**src/rtl/fwd_hazard_unit.sv**
```systemverilog
// rtl/fwd_hazard_unit.sv - operand forwarding select and load/memory hazard stall control
module fwd_hazard_unit #(
  parameter int AW    = 5,
  parameter int DEPTH = 3,
  parameter int NSRC  = 2,
  parameter int TMO   = 15,
  localparam int SW   = $clog2(DEPTH + 1)
) (
  input  logic               clk_i,
  input  logic               rst_n,
  input  logic               issue_valid_i,
  input  logic [AW-1:0]      issue_rd_i,
  input  logic               issue_wen_i,
  input  logic               issue_load_i,
  input  logic               flush_i,
  input  logic [NSRC*AW-1:0] src_addr_i,
  input  logic [NSRC-1:0]    src_used_i,
  input  logic               mem_ready_i,
  output logic [NSRC*SW-1:0] fwd_sel_o,
  output logic               stall_o,
  output logic               issue_ready_o,
  output logic               timeout_o,
  output logic [15:0]        stall_cnt_o
);

  typedef struct packed {
    logic          valid;
    logic [AW-1:0] rd;
    logic          wen;
    logic          load;
  } stage_t;

  typedef enum logic {S_RUN, S_WAIT} state_t;

  stage_t      st [DEPTH];
  state_t      state, state_n;
  logic [7:0]  wcnt;
  logic        timeout_q;
  logic        tmo_hit;
  logic [15:0] stall_cnt;
  logic        mem_stall, lu_stall, lu_match;
  logic [AW-1:0] addr;

  // Scan oldest to youngest so the youngest matching stage overwrites older ones.
  always_comb begin
    fwd_sel_o = '0;
    lu_match  = 1'b0;
    addr      = '0;
    for (int j = 0; j < NSRC; j++) begin
      addr = src_addr_i[j*AW +: AW];
      if (src_used_i[j] && addr != '0) begin
        for (int k = DEPTH - 1; k >= 0; k--) begin
          if (st[k].valid && st[k].wen && st[k].rd == addr)
            fwd_sel_o[j*SW +: SW] = SW'(k + 1);
        end
        if (st[0].valid && st[0].wen && st[0].rd == addr)
          lu_match = 1'b1;
      end
    end
  end

  assign mem_stall     = st[0].valid & st[0].load & ~mem_ready_i;
  assign lu_stall      = ~mem_stall & st[0].valid & st[0].load & lu_match;
  assign stall_o       = mem_stall | lu_stall;
  assign issue_ready_o = ~stall_o;

  always_ff @(posedge clk_i or negedge rst_n) begin
    if (!rst_n) begin
      for (int k = 0; k < DEPTH; k++) st[k] <= '0;
    end else if (!mem_stall) begin
      for (int k = DEPTH - 1; k >= 1; k--) st[k] <= st[k-1];
      if (lu_stall)
        st[0] <= '0;
      else
        st[0] <= '{valid: issue_valid_i & ~flush_i, rd: issue_rd_i,
                   wen: issue_wen_i, load: issue_load_i};
    end
  end

  always_comb begin
    state_n = state;
    case (state)
      S_RUN:   if (mem_stall)   state_n = S_WAIT;
      S_WAIT:  if (mem_ready_i) state_n = S_RUN;
      default: state_n = S_RUN;
    endcase
  end

  // wcnt holds the number of WAIT cycles already elapsed, so the TMO-th WAIT cycle sees TMO-1.
  assign tmo_hit     = (state == S_WAIT) && (wcnt == 8'(TMO - 1));
  assign timeout_o   = timeout_q | tmo_hit;
  assign stall_cnt_o = stall_cnt;

  always_ff @(posedge clk_i or negedge rst_n) begin
    if (!rst_n) begin
      state     <= S_RUN;
      wcnt      <= '0;
      timeout_q <= 1'b0;
      stall_cnt <= '0;
    end else begin
      state <= state_n;
      if (state == S_RUN)
        wcnt <= '0;
      else if (wcnt != 8'hFF)
        wcnt <= wcnt + 8'd1;
      if (tmo_hit)
        timeout_q <= 1'b1;
      if (stall_o && stall_cnt != 16'hFFFF)
        stall_cnt <= stall_cnt + 16'd1;
    end
  end

endmodule

```
**config.mk**
```make
export PLATFORM = sky130hd
export DESIGN_NAME = fwd_hazard_unit
export DESIGN_NICKNAME = d
export VERILOG_FILES = /design/src/rtl/fwd_hazard_unit.sv
export SDC_FILE = /design/constraint.sdc
export NUM_CORES = 1
export LEC_CHECK = 0
export ABC_AREA = 1
export CORE_MARGIN = 8
export CORE_UTILIZATION = 40
export CTS_BUF_LIST = sky130_fd_sc_hd__clkbuf_8
export DETAILED_ROUTE_END_ITERATION = 12
export GPL_TIMING_DRIVEN = 1
export HOLD_SLACK_MARGIN = 0.08
export PLACE_DENSITY = 0.63
export REMOVE_ABC_BUFFERS = 1
export SLEW_MARGIN = 10
export SYNTH_ARGS = -nofsm -noshare
export SYNTH_HDL_FRONTEND = slang
export SYNTH_SLANG_ARGS = --single-unit
```
**constraint.sdc**
```tcl
create_clock -name clk_i -period 2 [get_ports clk_i]
set_input_delay 0.4 -clock clk_i [delete_from_list [all_inputs] [get_ports clk_i]]
set_output_delay 0.4 -clock clk_i [all_outputs]
set_load 0.1 [all_outputs]
```
==> results by stage, run 1 <==
Detailed routing:
- The final route contains 2745 vias.
- The remaining design rule violation count is 0.
- In this run the remaining antenna-violating nets after routing total 0.
- The number of detailed-routing iterations run before antenna repair is 4.
- After the first detailed-routing iteration, the DRC count stood at 113.
- In the routed layout, each cell is associated on average with a via count of 4.97.
- The routed length per instance is 13.9 um.
- The post-detailed-routing wire length is 7650 um.

Global routing:
- The via count of the first global-routing pass is 2765.
- The global-route congestion overflow total is 0.
- Entering global routing, the biggest net connects 49 pins.
- The number of antenna violations at the first check in global routing came to 0.
- The wire length of the first global-routing pass is 13100 um.
- In the global route stage, overall resource usage came out at 16.0%.

Floorplanning:
- From left edge to right edge, the die measures 101 um.
- The initialized floorplan defines 31 standard-cell rows.
- From bottom edge to top edge, the die measures 101 um.
- In this run the standard cell core region covers 0.00710 mm2.
- The initial utilization of the core area, before any placement, comes to 40.4%.
- The I/O pin count is 47.
- The area of the die is 0.0101 mm2.

Layout:
- Relative to the synthesized area, the layout overhead comes to 40.3%.
- The filler cell count is 661.
- The sequential cell area is 0.00121 mm2.
- The number of antenna cells inserted is 0.
- At the end of the flow, the number of nets in the layout was 479.
- Leaving out fill and tap cells, the most frequent cells in the layout are nand2_1 (100), dfrtp_1 (44), buf_4 (31).
- The multi-input gate area in the final layout is 0.00151 mm2.
- The final instance area is 0.00403 mm2.
- The post-layout instance count excluding filler cells is 552.
- The fraction of layout instances using a drive strength above 1 is 26.0%.
- The leading cell type in the layout, fill and taps excluded is nand2_1.

Clocking:
- The number of H-tree levels is 2.
- The clock net in this run drives a total of 48 sinks.
- The hold-fix buffer count after cts is 0.
- The tree is rooted in a clkbuf_8.
- The clock insertion delay at the later pin of the skew report is 0.30 ns.
- The clock transition time at the flip-flop clock pins of the worst setup and hold paths is 0.09 ns.
- The TritonCTS buffer count is 5.
- The clock tree from TritonCTS is built.
- The worst-case clock buffer depth is 2.

STA:
- Static timing analysis puts the maximum clock frequency at 472 MHz.
- The tightest hold path in the finished design has a slack of 0.180 ns.
- The shortest clock period the worst path allows after layout is 2.12 ns.
- Setup violations remaining at the end of the flow were counted as 5.
- The number of endpoints with negative hold slack in the final report is 0.
- The headroom to the max-slew limit is 58.7%.
- Across the routed clock network, the largest skew measured is 0.00870 ns.
- The final critical-path setup slack is -0.119 ns.
- At the pin with the least slew margin, the transition time is 0.620 ns.
- The worst path uses 106% of the clock period.
- The final total negative setup slack is -0.285 ns.
- The max-slew violation total from the final report is 0.
- Setup repair after global routing could not meet its margin everywhere.

Synth:
- The synthesized cell area is 0.00287 mm2.
- Sequential cells were found to cover 41.9% of the synthesized design area.
- In this run the biggest area consumer among cell types represents 41.9% of the synthesized area.
- Synthesis produced 375 cells.
- A synthesized cell averages 7.65 um2.
- Counting flops and latches in the post-synthesis netlist gives 48.
- The largest total area in the synthesized netlist belongs to dfrtp_1.
- In the post-synthesis netlist, the biggest area contributors are dfrtp_1 (42%), nand2_1 (14%), nand4_1 (5.0%), inv_1 (4.8%), o21ai_0 (3.7%).
- For this run, the number of Yosys warnings is 0.
- The distinct cell type count after synthesis is 31.

Worst setup path:
- The kind of start point of the critical path is a flip-flop.
- The buffers plus inverters on the worst setup path is 3.
- The critical path's largest stage delay is 0.44 ns.
- The startpoint of the lowest-slack register-to-register path is st[22].
- The critical path runs through a total of 10 cells.
- The worst flop-to-flop path endpoint is stall_cnt_o[6].
- STA classifies the critical path endpoint as an output pin.
- The depth of the worst register-to-register path is 14.
- At the worst endpoint, the required time is 1.60 ns.
- Traced cell by cell, the critical path runs through inv_2, nand2_1, nand2_1, nand2_1, nor2_2, nand3_2, nand3_4, nand2_4, inv_2, buf_12.
- The most frequent cell on the critical path is nand2_1.
- The signal arrival time at the worst endpoint is 1.72 ns.
- The last element of the critical path is stall_o.
- The worst setup path is of the flip-flop to output pin kind.
- The kind of cell adding the most delay to the critical path is simple AND/OR/NAND/NOR gates.
- The maximum fanout along the worst path is 4.
- The startpoint of the most critical setup path is st[22].
- For flop-to-flop paths, the worst setup slack is 0.12 ns.
- On the critical path, the stage with the largest delay is an instance of dfrtp_1.

Place:
- The count of placed standard cells including taps is 530.
- The number of buffers inserted by port buffering is 46.
- The last weighted congestion value of the routability-driven placer is 0.889.
- The total cell area at the placement stage is 0.00377 mm2.
- The placed wire-length estimate is 5750 um.

Worst hold path:
- The type of the worst min-delay path is input port to async pin.

Power and ir drop:
- For this design the ratio of total power to cell area is 632 mW/mm2.
- The share of total power dissipated in the clock network is 23.8%.
- The switching power of the nets is 0.907 mW.
- VDD sags by at most 888 uV.
- Combinational logic is responsible for 30.9% of the overall power.
- The internal power is 1.64 mW.
- The part of the total power dissipated in sequential elements is 45.3%.
- Net switching is 35.6% of the power.
- The static power due to leakage is 1.91 nW.
- The total power of the final layout is 2.54 mW.

Job:
- Max-cap violations in this run came to 0.

Run status:
- The final reports fail on negative setup slack.
- The run finished, with violations left.
-- power by group through the flow --
stage | Sequential, mW | Clock, mW | Combinational, mW
2_1_floorplan | 1.33 | 0 | 0.245
3_3_place_gp | 1.17 | 0 | 0.735
3_5_place_dp | 1.17 | 0 | 0.740
4_1_cts | 1.15 | 0.630 | 0.773
5_1_grt | 1.16 | 0.671 | 0.843
6_report | 1.15 | 0.606 | 0.786
-- Yosys cell counts, drive strengths merged --
| cell type | instances |
|---|---|
| buf | 4 |
| a21boi | 1 |
| clkinv | 1 |
| nor4 | 1 |
| ha | 3 |
| nand4 | 24 |
| a21oi | 18 |
| nor2 | 30 |
| nand3 | 19 |
| a31oi | 1 |
| nor3 | 7 |
| dfrtp | 48 |
| clkbuf | 4 |
| nand2 | 116 |
| xor2 | 12 |
| inv | 44 |
| o22ai | 7 |
| o21ai | 21 |
| xnor2 | 9 |
| a41o | 2 |
| mux2 | 3 |
-- state kept, by name (all words and copies together) (netlist names) --
signal and flops:
st 22, stall_cnt_o 16, wcnt 8, state 1, timeout_q 1
-- kinds of logic (layout without fill, tap and decap cells) --
logic type / count (synthesis) / count (layout) / share of synthesized area, %
AND/OR/NAND/NOR: 197 / 197 / 32.2
buffers and inverters: 53 / 131 / 7.37
AO/OA/AOI/OAI: 50 / 50 / 9.64
flip-flops: 48 / 48 / 41.9
XOR/XNOR: 21 / 21 / 6.41
adder cells (fa/ha/maj): 3 / 3 / 1.31
multiplexers: 3 / 3 / 1.18
-- metrics by stage --
step | utilization [%] | setup WS, ns
global route | 56.7 | -0.212
detailed placement | 53.1 | -0.324
global placement | 53.1 | -0.330
floorplan | - | -0.641
finish | 56.7 | -0.119
CTS | 55.8 | -0.114
-- final cells by class --
cell class	count	area share, %
clock buffers	6	2.05
flip-flops and latches	48	30.0
repair buffers	78	22.8
inverters	45	4.20
multi-input cells	274	37.6
well taps	99	3.08
clock inverters	2	0.280
-- timing repair --
item                                   CTS  global route
endpoints found under the hold margin    0             0
pin swaps                               10            11
setup endpoints to repair                6             7
resized for setup                       27            13
buffers inserted                        11             3
cloned                                   0             0
-- per-layer routing --
metal | up-vias | global-route usage [%] | part of all wire [%]
li1 | 1379 | - | -
met1 | 1293 | 20.4 | 46
met2 | 63 | 26.5 | 47
met3 | 10 | 4.01 | 5.7
met4 | 0 | 3.60 | 1.1
met5 | - | 0 | 0
-- how the worst min path moves through the flow --
stage | from | to | slack [ns] | cells after the start
global placement | st[16] | st[15] | 0.44 | 1
detailed placement | timeout_q | timeout_q | 0.46 | 1
floorplan | rst_n | st[10] | 0.10 | 0
CTS | rst_n | st[13] | 0.21 | 2
finish | rst_n | st[13] | 0.18 | 2
global route | rst_n | st[13] | 0.25 | 2
(Power assumes the default switching activity.)
==> run 2: changes to the inputs <==
- MAX_ROUTING_LAYER: default -> met4
==> run 2 against run 1 <==
Against the previous run:
- the flow still finishes with violations (negative setup slack)
- critical path depth unchanged
- worst setup slack better by 0.023 ns
- core utilization about the same
- via count up 1.1%
- global-route usage up 0.60 points
- non-clock buffer count up 1
- die area unchanged
- clock power down 5.0%
- final cell count up 0.18%
- critical path type unchanged
- highest routed layer unchanged
==> results by stage, run 2 (synthesized netlist as in run 1, its figures left out) <==
Floorplanning:
- The die height was 101 um (unchanged).
- The area of the die is 0.0101 mm2 (unchanged).
- The cell row count is 31 (unchanged).
- The area of the placeable core is 0.00710 mm2 (unchanged).
- The I/O pin count is 47 (unchanged).
- The initial core utilization came to 40.4% (unchanged).
- The x dimension of the die is 101 um (unchanged).

STA:
- The final critical-path setup slack is -0.0961 ns (was -0.119 ns).
- The final total negative setup slack was -0.324 ns (was -0.285 ns).
- The number of endpoints with negative hold slack in the final report is 0 (unchanged).
- The headroom to the max-slew limit came to 73.1% (was 58.7%).
- The final critical-path share of the clock period is 105% (was 106%).
- The final setup skew is 0.00661 ns (was 0.00870 ns).
- The top achievable clock speed is 477 MHz (was 472 MHz).
- The max-slew violation total from the final report came to 0 (unchanged).
- The count of endpoints failing setup in the final report was 6 (was 5).
- Unrepaired setup endpoints after global routing: true (unchanged).
- The shortest clock period the worst path allows after layout was 2.10 ns (was 2.12 ns).
- The transition at the pin with the smallest max-transition slack is 0.403 ns (was 0.620 ns).

Run status:
- Failing checks: negative setup slack (unchanged).
- Status: complete, but fails checks (unchanged).

Place:
- The placed wire-length estimate was 5860 um (was 5750 um).
- The number of buffers inserted by port buffering is 46 (unchanged).
- The total cell area at the placement stage is 0.00379 mm2 (was 0.00377 mm2).
- The last weighted congestion value of the routability-driven placer is 0.907 (was 0.889).

Worst setup path:
- The class of the most critical setup path is flip-flop to output pin (unchanged).
- The register-to-register path setup slack is 0.21 ns (was 0.12 ns).
- The data required time of the worst path is 1.60 ns (about the same).
- The capturing element type of the critical path is an output pin (unchanged).
- The signal arrival time at the worst endpoint is 1.70 ns (was 1.72 ns).
- The maximum fanout along the worst path is 4 (unchanged).
- The kind of start point of the critical path was a flip-flop (unchanged).

Power and ir drop:
- The static power due to leakage is 1.92 nW (was 1.91 nW).
- The maximum resistive drop on vdd is 796 uV (was 888 uV).
- The part of the total power dissipated in sequential elements was 45.3% (about the same).
- The clock network fraction of total power is 22.8% (was 23.8%).
- The cell area power density is 628 mW/mm2 (was 632 mW/mm2).
- The part of the total power dissipated in combinational logic is 31.9% (was 30.9%).
- The switching power of the nets is 0.915 mW (was 0.907 mW).
- The switching part of the total power is 36.2% (was 35.6%).
- The internal power is 1.61 mW (was 1.64 mW).

Global routing:
- The all-layer global routing usage came to 16.6% (was 16.0%).
- The maximum number of pins on one net before global-route repair came to 45 (was 49).
- The number of antenna violations at the first check in global routing is 0 (unchanged).
- The wire length of the first global-routing pass is 13400 um (was 13100 um).
- The via count of the first global-routing pass was 2888 (was 2765).
- The global-route congestion overflow total is 0 (unchanged).

Clocking:
- The root buffer selected by CTS is clkbuf_8 (unchanged).
- The clock tree from TritonCTS is built (unchanged).
- The clock transition time at the flip-flop clock pins of the worst setup and hold paths came to 0.09 ns (about the same).
- The clock insertion delay at the later pin of the skew report came to 0.30 ns (about the same).
- The number of H-tree levels was 2 (unchanged).
- The total number of clock tree sinks is 48 (unchanged).
- The worst-case clock buffer depth came to 2 (unchanged).
- The TritonCTS buffer count is 5 (unchanged).

Layout:
- The utilization after layout came to 56.7% (about the same).
- The number of antenna cells inserted was 0 (unchanged).
- Most used cells in the layout excluding fill and tap cells: nand2_1 (102), dfrtp_1 (44), inv_1 (33) (was nand2_1 (100), dfrtp_1 (44), buf_4 (31)).
- The net count of the finished layout is 480 (was 479).
- The final instance area is 0.00402 mm2 (was 0.00403 mm2).
- The sequential cell area is 0.00121 mm2 (unchanged).
- The flip-flop count of the largest register after layout was 22 (unchanged).
- The filler cell count is 670 (was 661).
- The fraction of layout instances using a drive strength above 1 came to 25.1% (was 26.0%).
- The growth of design area from synthesis to finish is 40.3% (about the same).
- The multi-input gate area in the final layout was 0.00150 mm2 (was 0.00151 mm2).
- The largest register by flop count is st (unchanged).
- The leading cell type in the layout, fill and taps excluded is nand2_1 (unchanged).

Detailed routing:
- The via total after detailed routing came to 2776 (was 2745).
- The routed length per instance is 14.1 um (was 13.9 um).
- The remaining design rule violation count is 0 (unchanged).
- The post-detailed-routing wire length came to 7770 um (was 7650 um).
- The remaining antenna violation count is 0 (unchanged).
- The number of detailed-routing iterations run before antenna repair came to 4 (unchanged).
- The initial detailed-routing violation count is 103 (was 113).
- The average via count per standard cell came to 5.02 (was 4.97).

Worst hold path:
- The type of the worst min-delay path is input port to async pin (unchanged).

Job:
- The number of max-cap violations is 0 (unchanged).
==> run 2: cell types whose count changed in the layout (fill, tap and decap cells not counted), moves of 2 or more <==
cell             previous run  this run
nand2_1                   100       102
inv_1                      30        33
o21ai_0                    20        18
nor2_2                      3         5
nand2_2                    15        12
inv_2                      15        13
clkdlybuf4s15_1             2         0
o21ai_1                     1         3
nor2_1                     27        25
==> run 2: repair_timing <==
| item | CTS | global route |
|---|---|---|
| buffers inserted | 8 | 5 |
| hold buffers | 1 | 0 |
| hold endpoints to repair | 4 | 0 |
| pin swaps | 9 | 10 |
| gates resized for setup | 20 | 18 |
| setup endpoints to repair | 6 | 7 |
==> run 2: layout make-up <==
class / count / area share, %
multi-input combinational: 274 / 37.4
sequential: 48 / 30.0
timing repair buffer: 79 / 23.3
clock inverter: 3 / 0.404
inverter: 45 / 4.20
clock buffer: 5 / 1.71
tap: 99 / 3.08
==> run 2: power by group through the flow <==
stage	Sequential [mW]	Clock, mW	Combinational (mW)
global route	1.16	0.635	0.869
CTS	1.14	0.598	0.791
detailed placement	1.16	0	0.767
floorplan	1.33	0	0.245
finish	1.14	0.576	0.806
global placement	1.16	0	0.756
==> run 2: worst max-delay path: stages, from the launching register on <==
cell	delay (ns)
dfrtp_2	0.45
inv_2	0.10
nand2_2	0.05
nand2_1	0.05
nand2_1	0.06
nor2_2	0.11
nand3_2	0.15
nand3_4	0.11
nand2_4	0.07
inv_2	0.08
buf_12	0.17
==> run 2: metal layers <==
| metal | vias to the layer above | share of wire, % | track usage [%] |
|---|---|---|---|
| li1 | 1384 | - | - |
| met1 | 1318 | 46 | 20.4 |
| met2 | 66 | 49 | 27.2 |
| met3 | 8 | 3.8 | 3.31 |
| met4 | 0 | 1.0 | 4.53 |
| met5 | - | 0 | - |
==> run 2: path summary, 6_finish.rpt <==
check | start | end | cells past startpoint
max | st[22] | stall_o | 10
min | rst_n | st[3] | 2
max reg2reg | st[22] | stall_cnt_o[2] | 12
min reg2reg | st[16] | st[15] | 1
max in group asynchronous | rst_n | st[20] | 3
min in group clk_i | st[16] | st[15] | 1
==> run 2: through the flow <==
stage / setup slack, ns / cells / hold WS, ns / power [mW]
final: -0.0961 / 553 / 0.452 / 2.53
after global routing: -0.208 / 553 / 0.482 / 2.66
after CTS: -0.110 / 548 / 0.446 / 2.53
after detailed placement: -0.357 / 531 / 0.243 / 1.93
after global placement: -0.382 / 531 / 0.239 / 1.92
after floorplan: -0.641 / 367 / 0.104 / 1.58
